File: src/rtl/fma_norm_round_if.sv
// Valid/ready stream bundle for the FMA post-add normaliser/rounder.
// The master side drives input beats and out_ready. The slave side is the rounder.
interface fma_norm_round_if #(
  parameter int unsigned EXP_W = 10
);
  logic             in_valid;
  logic             in_ready;
  logic             in_sign;
  logic [EXP_W-1:0] in_exp;
  logic [47:0]      in_mant;
  logic             in_g;
  logic             in_r;
  logic             in_s;
  logic             out_valid;
  logic             out_ready;
  logic [31:0]      out_result;
  logic             out_overflow;
  logic             out_underflow;
  logic             out_inexact;

  modport master (
    output in_valid, in_sign, in_exp, in_mant, in_g, in_r, in_s, out_ready,
    input  in_ready, out_valid, out_result, out_overflow, out_underflow, out_inexact
  );

  modport slave (
    input  in_valid, in_sign, in_exp, in_mant, in_g, in_r, in_s, out_ready,
    output in_ready, out_valid, out_result, out_overflow, out_underflow, out_inexact
  );
endinterface

File: src/rtl/fma_norm_round.sv
// FMA post-add normaliser and round-to-nearest-even packer for single precision.
// The three stages (LZC, shift, round/pack) advance in lockstep under one stall signal.
module fma_norm_round #(
  parameter int unsigned EXP_W = 10
) (
  input logic              clk,
  input logic              rst_n,
  fma_norm_round_if.slave  bus_io
);
  localparam int unsigned EW = EXP_W + 1;

  logic adv;
  assign adv             = bus_io.out_ready | ~bus_io.out_valid;
  assign bus_io.in_ready = adv;

  // Stage 1: leading-zero count
  logic [49:0]   s1_x_d;
  logic [5:0]    s1_lz_d;
  logic [EW-1:0] s1_exp_d;

  always_comb begin
    s1_x_d  = {bus_io.in_mant, bus_io.in_g, bus_io.in_r};
    s1_lz_d = 6'd50;
    // Ascending scan: the highest set bit is the last to write.
    for (int i = 0; i < 50; i++) begin
      if (s1_x_d[i]) s1_lz_d = 6'(49 - i);
    end
    s1_exp_d = {bus_io.in_exp[EXP_W-1], bus_io.in_exp} + EW'(1) - EW'(s1_lz_d);
  end

  logic          s1_valid_q, s1_s_q, s1_sign_q, s1_zero_q;
  logic [49:0]   s1_x_q;
  logic [5:0]    s1_lz_q;
  logic [EW-1:0] s1_exp_q;

  always_ff @(posedge clk or negedge rst_n) begin
    if (!rst_n) begin
      s1_valid_q <= 1'b0;
      s1_s_q     <= 1'b0;
      s1_sign_q  <= 1'b0;
      s1_zero_q  <= 1'b0;
      s1_x_q     <= '0;
      s1_lz_q    <= '0;
      s1_exp_q   <= '0;
    end else if (adv) begin
      s1_valid_q <= bus_io.in_valid;
      s1_s_q     <= bus_io.in_s;
      s1_sign_q  <= bus_io.in_sign;
      s1_zero_q  <= (s1_x_d == '0);
      s1_x_q     <= s1_x_d;
      s1_lz_q    <= s1_lz_d;
      s1_exp_q   <= s1_exp_d;
    end
  end

  // Stage 2: normalising left shift
  logic [49:0] s2_n;
  logic [23:0] s2_sig_d;
  logic        s2_g_d, s2_s_d;

  always_comb begin
    s2_n     = s1_x_q << s1_lz_q;
    s2_sig_d = s2_n[49:26];
    s2_g_d   = s2_n[25];
    s2_s_d   = (|s2_n[24:0]) | s1_s_q;
  end

  logic          s2_valid_q, s2_g_q, s2_s_q, s2_sign_q, s2_zero_q;
  logic [23:0]   s2_sig_q;
  logic [EW-1:0] s2_exp_q;

  always_ff @(posedge clk or negedge rst_n) begin
    if (!rst_n) begin
      s2_valid_q <= 1'b0;
      s2_g_q     <= 1'b0;
      s2_s_q     <= 1'b0;
      s2_sign_q  <= 1'b0;
      s2_zero_q  <= 1'b0;
      s2_sig_q   <= '0;
      s2_exp_q   <= '0;
    end else if (adv) begin
      s2_valid_q <= s1_valid_q;
      s2_g_q     <= s2_g_d;
      s2_s_q     <= s2_s_d;
      s2_sign_q  <= s1_sign_q;
      s2_zero_q  <= s1_zero_q;
      s2_sig_q   <= s2_sig_d;
      s2_exp_q   <= s1_exp_q;
    end
  end

  // Stage 3: round to nearest even and pack
  logic              inc, carry, inexact;
  logic [23:0]       sum;
  logic signed [EW:0] exp_f;
  logic [31:0]       res_d;
  logic              ovf_d, unf_d, inx_d;

  always_comb begin
    inc     = s2_g_q & (s2_s_q | s2_sig_q[0]);
    sum     = s2_sig_q + 24'(inc);
    // A normalised significand only loses its hidden bit when the increment carries out.
    carry   = s2_sig_q[23] & ~sum[23];
    exp_f   = {s2_exp_q[EW-1], s2_exp_q} + (EW + 1)'(carry);
    inexact = s2_g_q | s2_s_q;
    res_d   = {s2_sign_q, exp_f[7:0], sum[22:0]};
    ovf_d   = 1'b0;
    unf_d   = 1'b0;
    inx_d   = inexact;
    if (s2_zero_q) begin
      res_d = {s2_sign_q, 31'b0};
      unf_d = s2_s_q;
      inx_d = s2_s_q;
    end else if (exp_f >= 255) begin
      res_d = {s2_sign_q, 8'hFF, 23'b0};
      ovf_d = 1'b1;
      inx_d = 1'b1;
    end else if (exp_f <= 0) begin
      res_d = {s2_sign_q, 31'b0};
      unf_d = 1'b1;
    end
  end

  logic        out_valid_q, ovf_q, unf_q, inx_q;
  logic [31:0] res_q;

  always_ff @(posedge clk or negedge rst_n) begin
    if (!rst_n) begin
      out_valid_q <= 1'b0;
      res_q       <= '0;
      ovf_q       <= 1'b0;
      unf_q       <= 1'b0;
      inx_q       <= 1'b0;
    end else if (adv) begin
      out_valid_q <= s2_valid_q;
      if (s2_valid_q) begin
        res_q <= res_d;
        ovf_q <= ovf_d;
        unf_q <= unf_d;
        inx_q <= inx_d;
      end
    end
  end

  assign bus_io.out_valid     = out_valid_q;
  assign bus_io.out_result    = res_q;
  assign bus_io.out_overflow  = ovf_q;
  assign bus_io.out_underflow = unf_q;
  assign bus_io.out_inexact   = inx_q;

endmodule

File: src/flat_wrapper.sv
// flat-port wrapper written by rule: the top's interface ports become plain ports
module fma_norm_round_flat 
#(
  parameter int unsigned EXP_W = 10
)
  (clk, rst_n, bus_io_in_valid, bus_io_in_sign, bus_io_in_exp, bus_io_in_mant, bus_io_in_g, bus_io_in_r, bus_io_in_s, bus_io_out_ready, bus_io_in_ready, bus_io_out_valid, bus_io_out_result, bus_io_out_overflow, bus_io_out_underflow, bus_io_out_inexact);
  fma_norm_round_if #(.EXP_W(EXP_W)) bus_io_i ();
  input logic clk;
  input logic rst_n;
  input wire logic [$bits(bus_io_i.in_valid)-1:0] bus_io_in_valid;
  input wire logic [$bits(bus_io_i.in_sign)-1:0] bus_io_in_sign;
  input wire logic [$bits(bus_io_i.in_exp)-1:0] bus_io_in_exp;
  input wire logic [$bits(bus_io_i.in_mant)-1:0] bus_io_in_mant;
  input wire logic [$bits(bus_io_i.in_g)-1:0] bus_io_in_g;
  input wire logic [$bits(bus_io_i.in_r)-1:0] bus_io_in_r;
  input wire logic [$bits(bus_io_i.in_s)-1:0] bus_io_in_s;
  input wire logic [$bits(bus_io_i.out_ready)-1:0] bus_io_out_ready;
  output wire logic [$bits(bus_io_i.in_ready)-1:0] bus_io_in_ready;
  output wire logic [$bits(bus_io_i.out_valid)-1:0] bus_io_out_valid;
  output wire logic [$bits(bus_io_i.out_result)-1:0] bus_io_out_result;
  output wire logic [$bits(bus_io_i.out_overflow)-1:0] bus_io_out_overflow;
  output wire logic [$bits(bus_io_i.out_underflow)-1:0] bus_io_out_underflow;
  output wire logic [$bits(bus_io_i.out_inexact)-1:0] bus_io_out_inexact;
  assign bus_io_i.in_valid = bus_io_in_valid;
  assign bus_io_i.in_sign = bus_io_in_sign;
  assign bus_io_i.in_exp = bus_io_in_exp;
  assign bus_io_i.in_mant = bus_io_in_mant;
  assign bus_io_i.in_g = bus_io_in_g;
  assign bus_io_i.in_r = bus_io_in_r;
  assign bus_io_i.in_s = bus_io_in_s;
  assign bus_io_i.out_ready = bus_io_out_ready;
  assign bus_io_in_ready = bus_io_i.in_ready;
  assign bus_io_out_valid = bus_io_i.out_valid;
  assign bus_io_out_result = bus_io_i.out_result;
  assign bus_io_out_overflow = bus_io_i.out_overflow;
  assign bus_io_out_underflow = bus_io_i.out_underflow;
  assign bus_io_out_inexact = bus_io_i.out_inexact;
  fma_norm_round #(.EXP_W(EXP_W)) u_core (.clk(clk), .rst_n(rst_n), .bus_io(bus_io_i));
endmodule
File: config.mk
export PLATFORM = sky130hd
export DESIGN_NAME = fma_norm_round_flat
export DESIGN_NICKNAME = d
export VERILOG_FILES = /design/src/rtl/fma_norm_round_if.sv /design/src/rtl/fma_norm_round.sv /design/src/flat_wrapper.sv
export SDC_FILE = /design/constraint.sdc
export NUM_CORES = 1
export LEC_CHECK = 0
export CAP_MARGIN = 20
export CORE_MARGIN = 3
export CORE_UTILIZATION = 40
export DETAILED_ROUTE_END_ITERATION = 10
export GPL_TIMING_DRIVEN = 0
export PLACE_DENSITY = 0.66
export SYNTH_ARGS = -nofsm -noshare
export SYNTH_HDL_FRONTEND = slang
export SYNTH_SLANG_ARGS = --single-unit
export TNS_END_PERCENT = 5
File: constraint.sdc
create_clock -name clk -period 6.25 [get_ports clk]
set_input_delay 0.625 -clock clk [delete_from_list [all_inputs] [get_ports clk]]
set_output_delay 0.625 -clock clk [all_outputs]
set_load 0.02 [all_outputs]
# Word-level counts from Yosys, hierarchy flattened
# Index checks and enable logic that the tools add are counted.
# Widths: inputs -> output; s select.
# word_totals
out_inout_bits	37
ff_bits	147
wordCells	97
# op_classes
bitwise_logic	8
n_lt_le_gt_ge	2
addsub	4
shifts	1
n_reduce_logical	3
muxes	60
# op_table
cell	n
$mux 6	49
$mux 31	3
$logic_not 50->1	1
$shl 50x6->50	1
$reduce_or 25->1	1
$add 24x1->24	1
$add 11x2->12	1
$ge 12x9->1 const B	1
$le 12x1->1 const B	1
$add 10x2->11 const B	1
$sub 11x6->11	1
$mux 1	7
$or 1x1->1	4
$and 1x1->1	2
$mux 2	1
$not 1->1	2
$reduce_and 2->1	1

# Logic depth before layout (Yosys ltp)
# Gate-level depths: netlist of run 1.
# logic_depth
depth_word	51
depth_mapped	17

# Worst setup path before layout of run 1
# No wires, ideal clock.
# synth_path
kind	flip-flop to flip-flop
start	reg u_core.s2_sig_q[6]
end	reg u_core.res_q[23] (netlist: u_core.bus_io.out_result[23])
path_slack_ns	2.099
arrival_time_ns	4.082
n_path_buf	0
path_stages_with_launch	15
required_time_ns	6.181
synth_period_minus_slack_ns	4.151
cell_sequence	dfrtp_1 > and3_1 > and3_1 > nand3_1 > nor4_1 > and4_1 > ha_1 > ha_1 > nand4_1 > nor2_1 > mux2_2 > o31ai_1 > mux2_2 > nor3_1 > a221o_1
# synth_between
elab_chain_cells	8
word_cells_on_any_way	9
cone_classes	add/sub (2); order compare (2); mux (3); bitwise (2)
# synth_rtl
item	line	text
start: declaration	fma_norm_round.sv:69	logic [23:0] s2_sig_q;
start signal: assignment	fma_norm_round.sv:87	s2_sig_q <= s2_sig_d;
$add 24x1->24 (*)	fma_norm_round.sv:101	sum = s2_sig_q + 24'(inc);
$not 1->1 (*)	fma_norm_round.sv:103	carry = s2_sig_q[23] & ~sum[23];
$and 1x1->1 (*)	fma_norm_round.sv:103	
$add 11x2->12 (*)	fma_norm_round.sv:104	exp_f = {s2_exp_q[EW-1], s2_exp_q} + (EW + 1)'(carry);
$le 12x1->1	fma_norm_round.sv:118	end else if (exp_f <= 0) begin
$mux 31	fma_norm_round.sv:118	
$mux 31 (*)	fma_norm_round.sv:114	end else if (exp_f >= 255) begin
$mux 31 (*)	fma_norm_round.sv:110	if (s2_zero_q) begin
end signal: assignment	fma_norm_round.sv:137	res_q <= res_d;
end: declaration	fma_norm_round.sv:125	logic [31:0] res_q;
# Mark *: on every way between the ends. The rest lies on a longest branch, timed or not.
# A chain may end at the register's enable or synchronous reset.

# Final worst setup path of run 1
# layout_path
start	reg u_core.s2_s_q
end	reg u_core.res_q[29] (netlist: u_core.bus_io.out_result[29])
# layout_between
elab_chain_cells	10
word_cells_on_any_way	11
cone_classes	add/sub (2); order compare (2); mux (3); bitwise (4)
# layout_rtl
item	line	text
start: declaration	fma_norm_round.sv:68	logic s2_valid_q, s2_g_q, s2_s_q, s2_sign_q, s2_zero_q;
start signal: assignment	fma_norm_round.sv:84	s2_s_q <= s2_s_d;
$or 1x1->1 (*)	fma_norm_round.sv:100	inc = s2_g_q & (s2_s_q | s2_sig_q[0]);
$and 1x1->1 (*)	fma_norm_round.sv:100	
$add 24x1->24 (*)	fma_norm_round.sv:101	
$not 1->1 (*)	fma_norm_round.sv:103	
$and 1x1->1 (*)	fma_norm_round.sv:103	
$add 11x2->12 (*)	fma_norm_round.sv:104	
$le 12x1->1	fma_norm_round.sv:118	
$mux 31	fma_norm_round.sv:118	
$mux 31 (*)	fma_norm_round.sv:114	
$mux 31 (*)	fma_norm_round.sv:110	
# Marks and branches as above.

==> results of run 1 <==
[cells by family after synthesis]
logic type               Yosys count  share of synthesized area, %
XOR/XNOR                          33                          2.91
buffers and inverters             97                          4.11
AND/OR/NAND/NOR                  487                          21.1
AO/OA/AOI/OAI                    217                          13.5
flip-flops                       147                          37.1
multiplexers                     118                          18.7
adder cells (fa/ha/maj)           20                          2.60
[final cells by class]
class	instances	area [sq um]
multi-input combinational	875	5840
tap	324	405
clock inverter	12	104
inverter	27	101
sequential	147	3680
buffer	70	307
timing repair buffer	103	1050
clock buffer	19	443
fill	2382	12400
[placed cells by master (no fill, tap or decap), drive strengths merged, types with 6 or more instances in the layout]
cell | netlist | final
clkbuf | 44 | 63
nor2b | 10 | 10
mux2 | 20 | 20
nor2 | 65 | 65
mux2i | 48 | 48
clkinv | 0 | 8
and3 | 12 | 12
a22o | 6 | 6
xor2 | 18 | 18
inv | 27 | 30
o21bai | 6 | 6
nor3 | 15 | 15
a21oi | 49 | 49
nand2b | 6 | 6
o21ai | 87 | 87
buf | 26 | 28
nor4 | 11 | 11
nand2 | 310 | 310
a31oi | 6 | 6
xnor2 | 15 | 15
clkdlybuf4s50 | 0 | 101
o31ai | 8 | 8
mux4 | 50 | 50
a22oi | 7 | 7
nand4 | 7 | 7
a211oi | 8 | 8
ha | 19 | 19
nand3 | 25 | 25
dfrtp | 147 | 147
a221o | 6 | 6
[power breakdown]
group	switching (mW)	internal, mW	leakage [nW]
clock	0.423	0.556	0.277
sequential	0.301	1.28	1.80
combinational	1.22	0.971	3.09
[flip-flops by register name, summed over array words and instances, names as in the netlist]
signal / flops
u_core.s1_exp_q: 11
u_core.s1_s_q: 1
u_core.s2_sign_q: 1
u_core.s2_zero_q: 1
u_core.s1_sign_q: 1
u_core.bus_io.out_inexact: 1
u_core.s2_g_q: 1
u_core.s1_valid_q: 1
u_core.s1_lz_q: 6
u_core.s2_s_q: 1
u_core.s2_exp_q: 11
u_core.s2_valid_q: 1
u_core.bus_io.out_underflow: 1
u_core.bus_io.out_overflow: 1
u_core.bus_io.out_result: 32
u_core.bus_io.out_valid: 1
u_core.s1_zero_q: 1
u_core.s2_sig_q: 24
u_core.s1_x_q: 50
[how the worst max path moves through the flow]
stage | startpoint | end | cells after the start
2_1_floorplan | u_core.s2_sig_q[6] | u_core.bus_io.out_result[23] | 14
5_1_grt | u_core.s2_sig_q[6] | u_core.bus_io.out_result[29] | 14
4_1_cts | u_core.s2_s_q | u_core.bus_io.out_result[29] | 14
6_report | u_core.s2_s_q | u_core.bus_io.out_result[29] | 14
3_3_place_gp | rst_n | u_core.s1_x_q[5] | 1
3_5_place_dp | u_core.s2_s_q | u_core.bus_io.out_result[29] | 14
[routing by layer]
layer,vias up,wire length [microns],part of all wire (%),global-route usage (%)
li1,4243,-,-,-
met1,4152,13100,45,30.5
met2,298,13900,47,37.8
met3,51,1500,5.1,3.27
met4,0,800,2.7,7.77
met5,-,0,0,0
[critical path: cells and delay by family (launching register included)]
family                   cells  cell delay (ns)
multiplexers                 2             0.79
flip-flops                   1             0.42
AO/OA/AOI/OAI                3             0.73
AND/OR/NAND/NOR              6             2.38
adder cells (fa/ha/maj)      3             0.63
[per-stage QoR]
stage / cells / TNS (ns)
after global placement: 1545 / -192.76
final: 1577 / 0
after CTS: 1577 / 0
after global routing: 1577 / 0
after floorplan: 1119 / 0
after detailed placement: 1546 / 0
[Yosys cell counts (4+ instances only)]
cell type / n
xor2_1: 18
mux2i_1: 47
mux4_2: 47
inv_1: 24
buf_1: 13
a221o_1: 6
nor2_1: 65
a21oi_1: 49
o21bai_1: 6
nor3b_1: 4
ha_1: 19
nand4_1: 7
nor3_1: 15
nor4_1: 11
xnor2_1: 15
nand3_1: 25
a22oi_1: 7
a31oi_1: 6
a21o_1: 4
clkbuf_1: 44
nor2b_1: 10
nand2_1: 310
a211oi_1: 8
mux2_2: 19
dfrtp_1: 147
o21ai_0: 86
o31ai_1: 8
buf_2: 10
o31a_1: 4
or4_1: 4
a22o_1: 6
and3_1: 12
nand2b_1: 6
==> results.md, run 1 <==
* CTS Sinks at 147
* Postcts setup bufs at 0
* I/O pins at 103
* Mean post-synth cell area at 8.87 sq um
* Power density over cell area at 399 mW/mm^2
* Leak at 5.17 nW
* Design Power at 4.75 mW
* First drt pass iteration count at 5
* Vias at 8,744
* Root Buffer: clkbuf_16
* Peak supply drop at 0.187 mV
* R2r setup slk at 1.23 ns
* Crit Path Class: flop to flop
* Skew-Pair Late Insertion Delay at 0.43 ns
* Fin area at 0.0119 sq mm
* Setup crit end kind: flop
* CTS H-Tree Depth at 4
* Width of the chip at 163 microns
* First DRT Iteration DRCs at 828
* Clk_skew at 0.0148 ns
* CP dominant cell by count: ha_1
* Final worst slack at 1.23 ns
* Placement Setup Slack at 1.21 ns
* Seq cells post-synth at 147
* Post-layout util at 49.0%
* Register area share after synthesis at 37.1%
* Initial Util at 40.8%
* Crit path largest cell delay at 0.72 ns
* Antenna violations before repair at 0
* Status: completed
* Area growth syn-to-layout at 20.2%
* Worst R2R End: u_core.bus_io.out_result[29]
* Slew margin rel. at 38.4%
* Mean routed wirelength per cell at 18.6 microns
* CTS tree: done
* Slew @ Worst Pin at 0.917 ns
* Die height at 163 microns
* Pins Over Slew Limit at 0
* Synth area leaders: dfrtp_1 37%, nand2_1 12%, mux4_2 11%
* Worst min path class: input pin to asynchronous set/reset pin
* CTS buffer count at 17
* Final ANT Viol Nets at 0
* Hold Slack at 0.192 ns
* Cells after synthesis at 1,119
* Vias in the first global route at 8,490
* CTS max path bufs at 2
* RSZ-0062 raised after global routing: no
* Nets at 1,327
* Min Tclk post-route at 5.02 ns
* Share of the synthesized area in the top cell type at 37.1%
* RR Startpoint: u_core.s2_s_q
* Diode count at 0
* Largest net degree at the start of global routing at 79
* Top_reg_cell synth: dfrtp_1
* Max Freq at 199 MHz
* Crit-path max FO at 9
* CTS clk-pin slew, worst paths at 0.06 ns
* Congestion Overflow GR at 0
* Crit-path cells: o21a_1, ha_1, nand3_1, nor4_1, and4_1, ha_1, ha_1, nand4_1, nor2_1, mux2_2, o31ai_1, mux2_2, nor3_1, a221o_1
* Max-cap violations at 0
* Post-synth ARST share at 100%
* Row count at 57
* First-pass GRT wire length at 47,000 microns
* Hold Fails Final Rpt at 0
* Post-place instance area at 0.0114 sq mm
* Post-CTS resize count at 0
* Crit path DAT at 5.38 ns
* Port Buf Inserts at 102
* Mapped cell area at 0.00992 sq mm
* Post-DP HPWL at 23,100 microns
* Layout cells sized above 1 at 9.74%
* CP max stage cell: nor4_1
* Placeable Area at 0.0243 sq mm
* Post-Syn Nets at 1,205
* GP Congestion at 0.972
* CP Launch Type: flop
* Worst Path Required at 6.62 ns
* Gr usage total at 22.7%
* Warnings, synthesis at 0
* Routed Wire Length at 29,300 microns
* Worst reg-to-reg path cell count at 14
* Die ar. at 0.0267 sq mm
* CTS hold repair buffers at 0
* # DRC at 0
* Period utilization at 80.3%
* Final setup viols at 0
* Cell variety after synth at 70
* EDFF count, synth at 0
* Drt via density at 5.54
* Area leader, netlist: dfrtp_1
Note: power is estimated with default switching activity, not from simulation.
==> run 2, diff against run 1 <==
PLACE_DENSITY = 0.68   (was 0.66)
clock period = 4.5 ns   (was 6.25 ns; I/O delays follow)
==> results.md, run 2 (synthesis gave the netlist of run 1 again) <==
* I/O pins at 103 (unchanged)
* CP dominant cell by count: o21ai_0
* GP Congestion at 0.961 (-1.1%)
* Die height at 163 microns (unchanged)
* Most common cell after layout, fill and taps aside: nand2_1
* First drt pass iteration count at 5 (unchanged)
* Port Buf Inserts at 102 (unchanged)
* CP max stage cell: or4_1
* Period utilization at 93.9%
* Diode count at 0 (unchanged)
* CP Launch Type: input pin
* Vias in the first global route at 8,442 (-0.57%)
* Drt via density at 5.61 (+1.2%)
* FF/Latch Area at 0.00368 sq mm (unchanged)
* Hold Slack at -0.0131 ns (-0.205 ns)
* Slew margin rel. at 31.2% (-7.2 points)
* Row count at 57 (unchanged)
* Nets at 1,328 (+0.075%)
* Root Buffer: clkbuf_16
* Skew-Pair Late Insertion Delay at 0.43 ns (about the same)
* Worst min path class: input pin to asynchronous set/reset pin
* R2r setup slk at 0.31 ns (-0.92 ns)
* Area growth syn-to-layout at 21.5%
* CTS tree: done
* Crit Path Class: input pin to flop
* Layout cells sized above 1 at 10.4% (+0.71 points)
* Final setup viols at 0 (unchanged)
* Crit path buf inv count at 1 (+1)
* Routed Wire Length at 29,500 microns (+0.69%)
* Filler cells at 2,330 (-2.2%)
* Failing checks: hold timing
* Worst reg-to-reg path cell count at 15 (+1)
* Footprint of the multi-input gates at 0.00589 sq mm (+0.90%)
* Antenna violations before repair at 0 (unchanged)
* Non-filler cells, final at 1,578 (+0.063%)
* Peak supply drop at 0.264 mV (+41%)
* Congestion Overflow GR at 0 (unchanged)
* Power density over cell area at 561 mW/mm^2 (+41%)
* CTS Sinks at 147 (unchanged)
* Width of the chip at 163 microns (unchanged)
* # DRC at 0 (unchanged)
* CTS hold repair buffers at 0 (unchanged)
* Largest net degree at the start of global routing at 88 (+11%)
* First-pass GRT wire length at 46,900 microns (-0.13%)
* Placeable Area at 0.0243 sq mm (unchanged)
* Crit-path cells: clkdlybuf4s50_1, or4_1, o21ai_0, a21oi_1, o21ai_0, nand3_1, a31oi_2, o21ai_0, ha_1, fa_1, a21o_1, a21oi_2, o21bai_1, a21o_1, a21oi_1, or4b_2, nand3_1
* Hold Fails Final Rpt at 10 (+10)
* CTS H-Tree Depth at 4 (unchanged)
* Worst R2R End: u_core.bus_io.out_result[7]
* RR Startpoint: u_core.s2_sig_q[6]
* CTS max path bufs at 2 (unchanged)
* Worst Setup EP: u_core.s1_exp_q[9]
* Max reg flops at 50 (unchanged)
* Clk_skew at 0.0120 ns (-0.00285 ns)
* Placed cell count at 1,546 (unchanged)
* Final ANT Viol Nets at 0 (unchanged)
* Mean routed wirelength per cell at 18.7 microns (+0.63%)
* First DRT Iteration DRCs at 813 (-1.8%)
* Max Freq at 237 MHz
* Commonest cells after routing, fill and taps aside: 310 x nand2_1, 147 x dfrtp_1, 101 x clkdlybuf4s50_1, 86 x o21ai_0, 65 x nor2_1
* Leak at 5.21 nW (+0.77%)
* Min Tclk post-route at 4.23 ns
* Post-DP HPWL at 23,200 microns (+0.30%)
* Pins Over Slew Limit at 0 (unchanged)
* Slew @ Worst Pin at 1.03 ns (+0.113 ns)
* Crit-path max FO at 4 (-5)
* Setup crit end kind: flop
* CTS buffer count at 17 (unchanged)
* Die ar. at 0.0267 sq mm (unchanged)
* CTS clk-pin slew, worst paths at 0.06 ns (about the same)
* Initial Util at 40.8% (unchanged)
* Crit path largest cell delay at 0.58 ns (-0.14 ns)
* Crit path DAT at 4.54 ns (-0.84 ns)
* CP top delay family: compound AO/OA/AOI/OAI gates
* CP Depth at 17 (+3)
* Vias at 8,857 (+1.3%)
* Status: complete, but fails checks
* Setup_tns at 0 ns (unchanged)
* Worst Path Required at 4.81 ns (-1.81 ns)
* Reg with most FFs: u_core.s1_x_q
* Gr usage total at 22.5% (-0.21 points)
* Max-cap violations at 0 (unchanged)
* CP startpoint: bus_io_in_mant[7]
==> run 2: area by class of cell <==
type	count	area share (%)
Clock inverter	10	1.21
Inverter	27	0.841
Clock buffer	21	3.90
Sequential cell	147	30.5
Tap cell	324	3.36
Multi-Input combinational cell	875	48.8
Timing Repair Buffer	104	8.77
Buffer	70	2.56
==> run 2: report_power, final <==
group / total [mW] / switching (mW) / internal (mW)
Combinational: 3.07 / 1.72 / 1.36
Sequential: 2.20 / 0.427 / 1.78
Clock: 1.49 / 0.576 / 0.917
==> run 2: per-stage QoR <==
step / power (mW) / setup slack, ns / util (%) / area (sq um)
after detailed placement: 5.25 / -0.564 / 46.8 / 11400
after floorplan: 4.12 / 0.349 / - / 9920
after global routing: 7.19 / -0.00515 / 49.6 / 12100
after global placement: 5.20 / -2.85 / 46.7 / 11300
after CTS: 6.75 / 0.00629 / 49.4 / 12000
final: 6.77 / 0.274 / 49.6 / 12100
==> run 2: worst min-delay path by stage <==
stage | end | start | slack [ns]
2_1_floorplan | u_core.bus_io.out_inexact | rst_n | 0.15
3_3_place_gp | u_core.s1_sign_q | u_core.s1_sign_q | 0.45
3_5_place_dp | u_core.s1_x_q[6] | rst_n | 0.46
4_1_cts | u_core.s1_x_q[6] | rst_n | 0.004
5_1_grt | u_core.s1_x_q[6] | rst_n | 0.02
6_report | u_core.s1_x_q[6] | rst_n | -0.01
==> run 2: repair_timing <==
action	CTS	global route
cloned	0	0
pin swaps	0	1
buffers inserted	0	1
resized for setup	5	7
setup endpoints to repair	33	31
==> run 2: metal layers <==
| metal | vias up | wire, microns | GRT usage, % |
|---|---|---|---|
| met5 | - | 0 | 0 |
| met4 | 0 | 503 | 5.65 |
| met3 | 36 | 1390 | 3.47 |
| met2 | 261 | 14300 | 38.1 |
| met1 | 4324 | 13300 | 30.3 |
| li1 | 4236 | - | - |
==> run 3, diff against run 2 <==
RECOVER_POWER = 100   (was unset)
SLEW_MARGIN = 20   (was unset)
TNS_END_PERCENT = 10   (was 5)
==> results.md, run 3 (synthesis gave the netlist of run 1 again) <==
* CTS Sinks at 147 (unchanged)
* Fin area at 0.0120 sq mm (-0.48%)
* Crit-path max FO at 3 (-1)
* First DRT Iteration DRCs at 795 (-2.2%)
* Met2 WL at 14,200 microns (-0.69%)
* Row count at 57 (unchanged)
* Clk_skew at 0.00895 ns (-0.00303 ns)
* Routed Wire Length at 29,400 microns (-0.44%)
* Met1 WL at 13,200 microns (-1.1%)
* CTS max path bufs at 2 (unchanged)
* Mean routed wirelength per cell at 18.6 microns (-0.50%)
* CP top delay family: compound AO/OA/AOI/OAI gates
* Period utilization at 97.1% (+3.1 points)
* Vias in the first global route at 8,461 (+0.23%)
* Slew margin rel. at -127% (-160 points)
* Root Buffer: clkbuf_16
* Crit path DAT at 4.73 ns (+0.19 ns)
* Die height at 163 microns (unchanged)
* Port Buf Inserts at 102 (unchanged)
* Drt via density at 5.63 (+0.35%)
* RSZ-0062 raised after global routing: no
* Crit Path Class: input pin to flop
* Nets at 1,329 (+0.075%)
* CP max stage cell: or4b_2
* Placement Setup Slack at -0.580 ns (-0.0164 ns)
* Width of the chip at 163 microns (unchanged)
* Congestion Overflow GR at 0 (unchanged)
* Worst min path class: flop to flop
* Commonest cells after routing, fill and taps aside: 310 x nand2_1, 147 x dfrtp_1, 87 x o21ai_0, 65 x nor2_1, 62 x clkdlybuf4s50_1
* Peak supply drop at 0.251 mV (-4.8%)
* CP Launch Type: input pin
* Placed cell count at 1,546 (unchanged)
* Reg with most FFs: u_core.s1_x_q
* Crit path largest cell delay at 0.62 ns (+0.04 ns)
* Placeable Area at 0.0243 sq mm (unchanged)
* Leak at 5.23 nW (+0.49%)
* Power density over cell area at 549 mW/mm^2 (-2.3%)
* Post-place instance area at 0.0114 sq mm (about the same)
* Skew-Pair Late Insertion Delay at 0.43 ns (about the same)
* Status: complete, but fails checks
* Area growth syn-to-layout at 20.9%
* Crit-path cells: dlygate4sd3_1, nor2_1, o31ai_1, a211oi_1, o31a_1, o21ai_0, a21oi_1, ha_1, inv_1, ha_1, fa_1, a21o_1, a21oi_2, o21bai_1, a21o_1, a21oi_1, or4b_2, nand3_1
* Post-layout util at 49.3% (-0.24 points)
* First-pass GRT wire length at 47,200 microns (+0.47%)
* Vias at 8,894 (+0.42%)
* Gr usage total at 22.5% (about the same)
* Most common cell after layout, fill and taps aside: nand2_1
* Max-cap violations at 1 (+1)
* Highest routed layer: met4
* Metal3 WL at 1510 microns (+8.9%)
* Non-filler cells, final at 1,579 (+0.063%)
* Antenna violations before repair at 0 (unchanged)
* # DRC at 0 (unchanged)
* CTS H-Tree Depth at 4 (unchanged)
* Initial Util at 40.8% (unchanged)
* Diode count at 0 (unchanged)
* Worst Path Required at 4.86 ns (+0.05 ns)
* Min Tclk post-route at 4.37 ns (+0.141 ns)
* Final ANT Viol Nets at 0 (unchanged)
* Final setup viols at 0 (unchanged)
* CTS buffer count at 17 (unchanged)
* Final worst slack at 0.133 ns (-0.141 ns)
* CTS clk-pin slew, worst paths at 0.06 ns (about the same)
* Max Freq at 229 MHz (-3.2%)
* Hold Fails Final Rpt at 0 (-10)
* GP Congestion at 0.961 (unchanged)
* CTS tree: done
* Setup crit end kind: flop
* Slew @ Worst Pin at 3.40 ns (+2.37 ns)
* Die ar. at 0.0267 sq mm (unchanged)
* First drt pass iteration count at 5 (unchanged)
* Largest net degree at the start of global routing at 88 (unchanged)
* Filler cells at 2,349 (+0.82%)
* Max reg flops at 50 (unchanged)
* Post-DP HPWL at 23,200 microns (about the same)
* Design Power at 6.58 mW (-2.7%)
* Failing checks: capacitance limit, slew limit
* Layout cells sized above 1 at 9.88% (-0.57 points)
* Pins Over Slew Limit at 61 (+61)
* Crit path buf inv count at 2 (+1)
* I/O pins at 103 (unchanged)
-- run 3: cell types whose count changed in the layout (fill, tap and decap cells not counted), moves of 3 or more --
cell,change
clkdlybuf4s50_1,-39
dlygate4sd3_1,+40
buf_2,-4
buf_1,-3
clkbuf_1,+9
-- run 3: report_power, final --
| part | switching (mW) | leakage (nW) | total [mW] | internal, mW |
|---|---|---|---|---|
| logic | 1.71 | 3.17 | 3.01 | 1.30 |
| registers | 0.422 | 1.80 | 2.20 | 1.78 |
| clock network | 0.570 | 0.264 | 1.37 | 0.804 |
| total | 2.70 | 5.23 | 6.58 | 3.88 |
-- run 3: worst paths after layout --
check | startpoint | depth (start not counted) | slack [ns] | to
worst max-delay path | bus_io_in_g | 18 | 0.13 | u_core.s1_exp_q[9]
worst min-delay path | u_core.s1_sign_q | 2 | 0.47 | u_core.s1_sign_q
worst max register to register | u_core.s1_lz_q[1] | 12 | 0.29 | u_core.s2_sig_q[16]
worst min register to register | u_core.s1_sign_q | 2 | 0.47 | u_core.s1_sign_q
max in group asynchronous | rst_n | 2 | 0.84 | u_core.s2_s_q
min in group asynchronous | rst_n | 2 | 1.72 | u_core.s1_x_q[10]
-- run 3: repair_timing --
item                       in CTS  in global routing
setup endpoints to repair      32                 30
setup buffers                   0                  1
resized for setup               5                  7
hold endpoints to repair       60                  0
hold buffers                    1                  0
pin swaps                       0                  1
-- run 3: cell type report --
cell class | instances | area (sq um) | share of cell area, %
Multi-Input combinational cell | 875 | 5890 | 49.1
Timing Repair Buffer | 105 | 1060 | 8.83
Clock inverter | 10 | 98.8 | 0.824
Inverter | 27 | 101 | 0.845
Sequential cell | 147 | 3680 | 30.7
Buffer | 70 | 297 | 2.47
Clock buffer | 21 | 470 | 3.92
Tap cell | 324 | 405 | 3.38
-- run 3: per-stage QoR --
stage               hold slack, ns  setup TNS (ns)
floorplan                    0.154               0
global placement             0.452         -424.78
detailed placement           0.411          -12.47
CTS                          0.469               0
global route                 0.495               0
finish                       0.466               0
-- run 3: per-layer routing --
layer  track usage (%)  vias up
met2              37.8      292
met3              3.75       34
met5                 0        -
li1                  -     4241
met1              30.5     4327
met4              5.61        0
-- run 3: worst reg2reg max path, cell delays in order, from the launching register on --
cell      delay (ns)
dfrtp_1         0.34
buf_6           0.14
clkbuf_1        0.51
clkbuf_1        0.55
clkbuf_1        0.58
clkbuf_1        0.51
mux4_2          0.42
nand2_1         0.08
o21ai_0         0.09
o21ai_0         0.35
o21ai_0         0.14
o21ai_0         0.25
a21oi_1         0.10
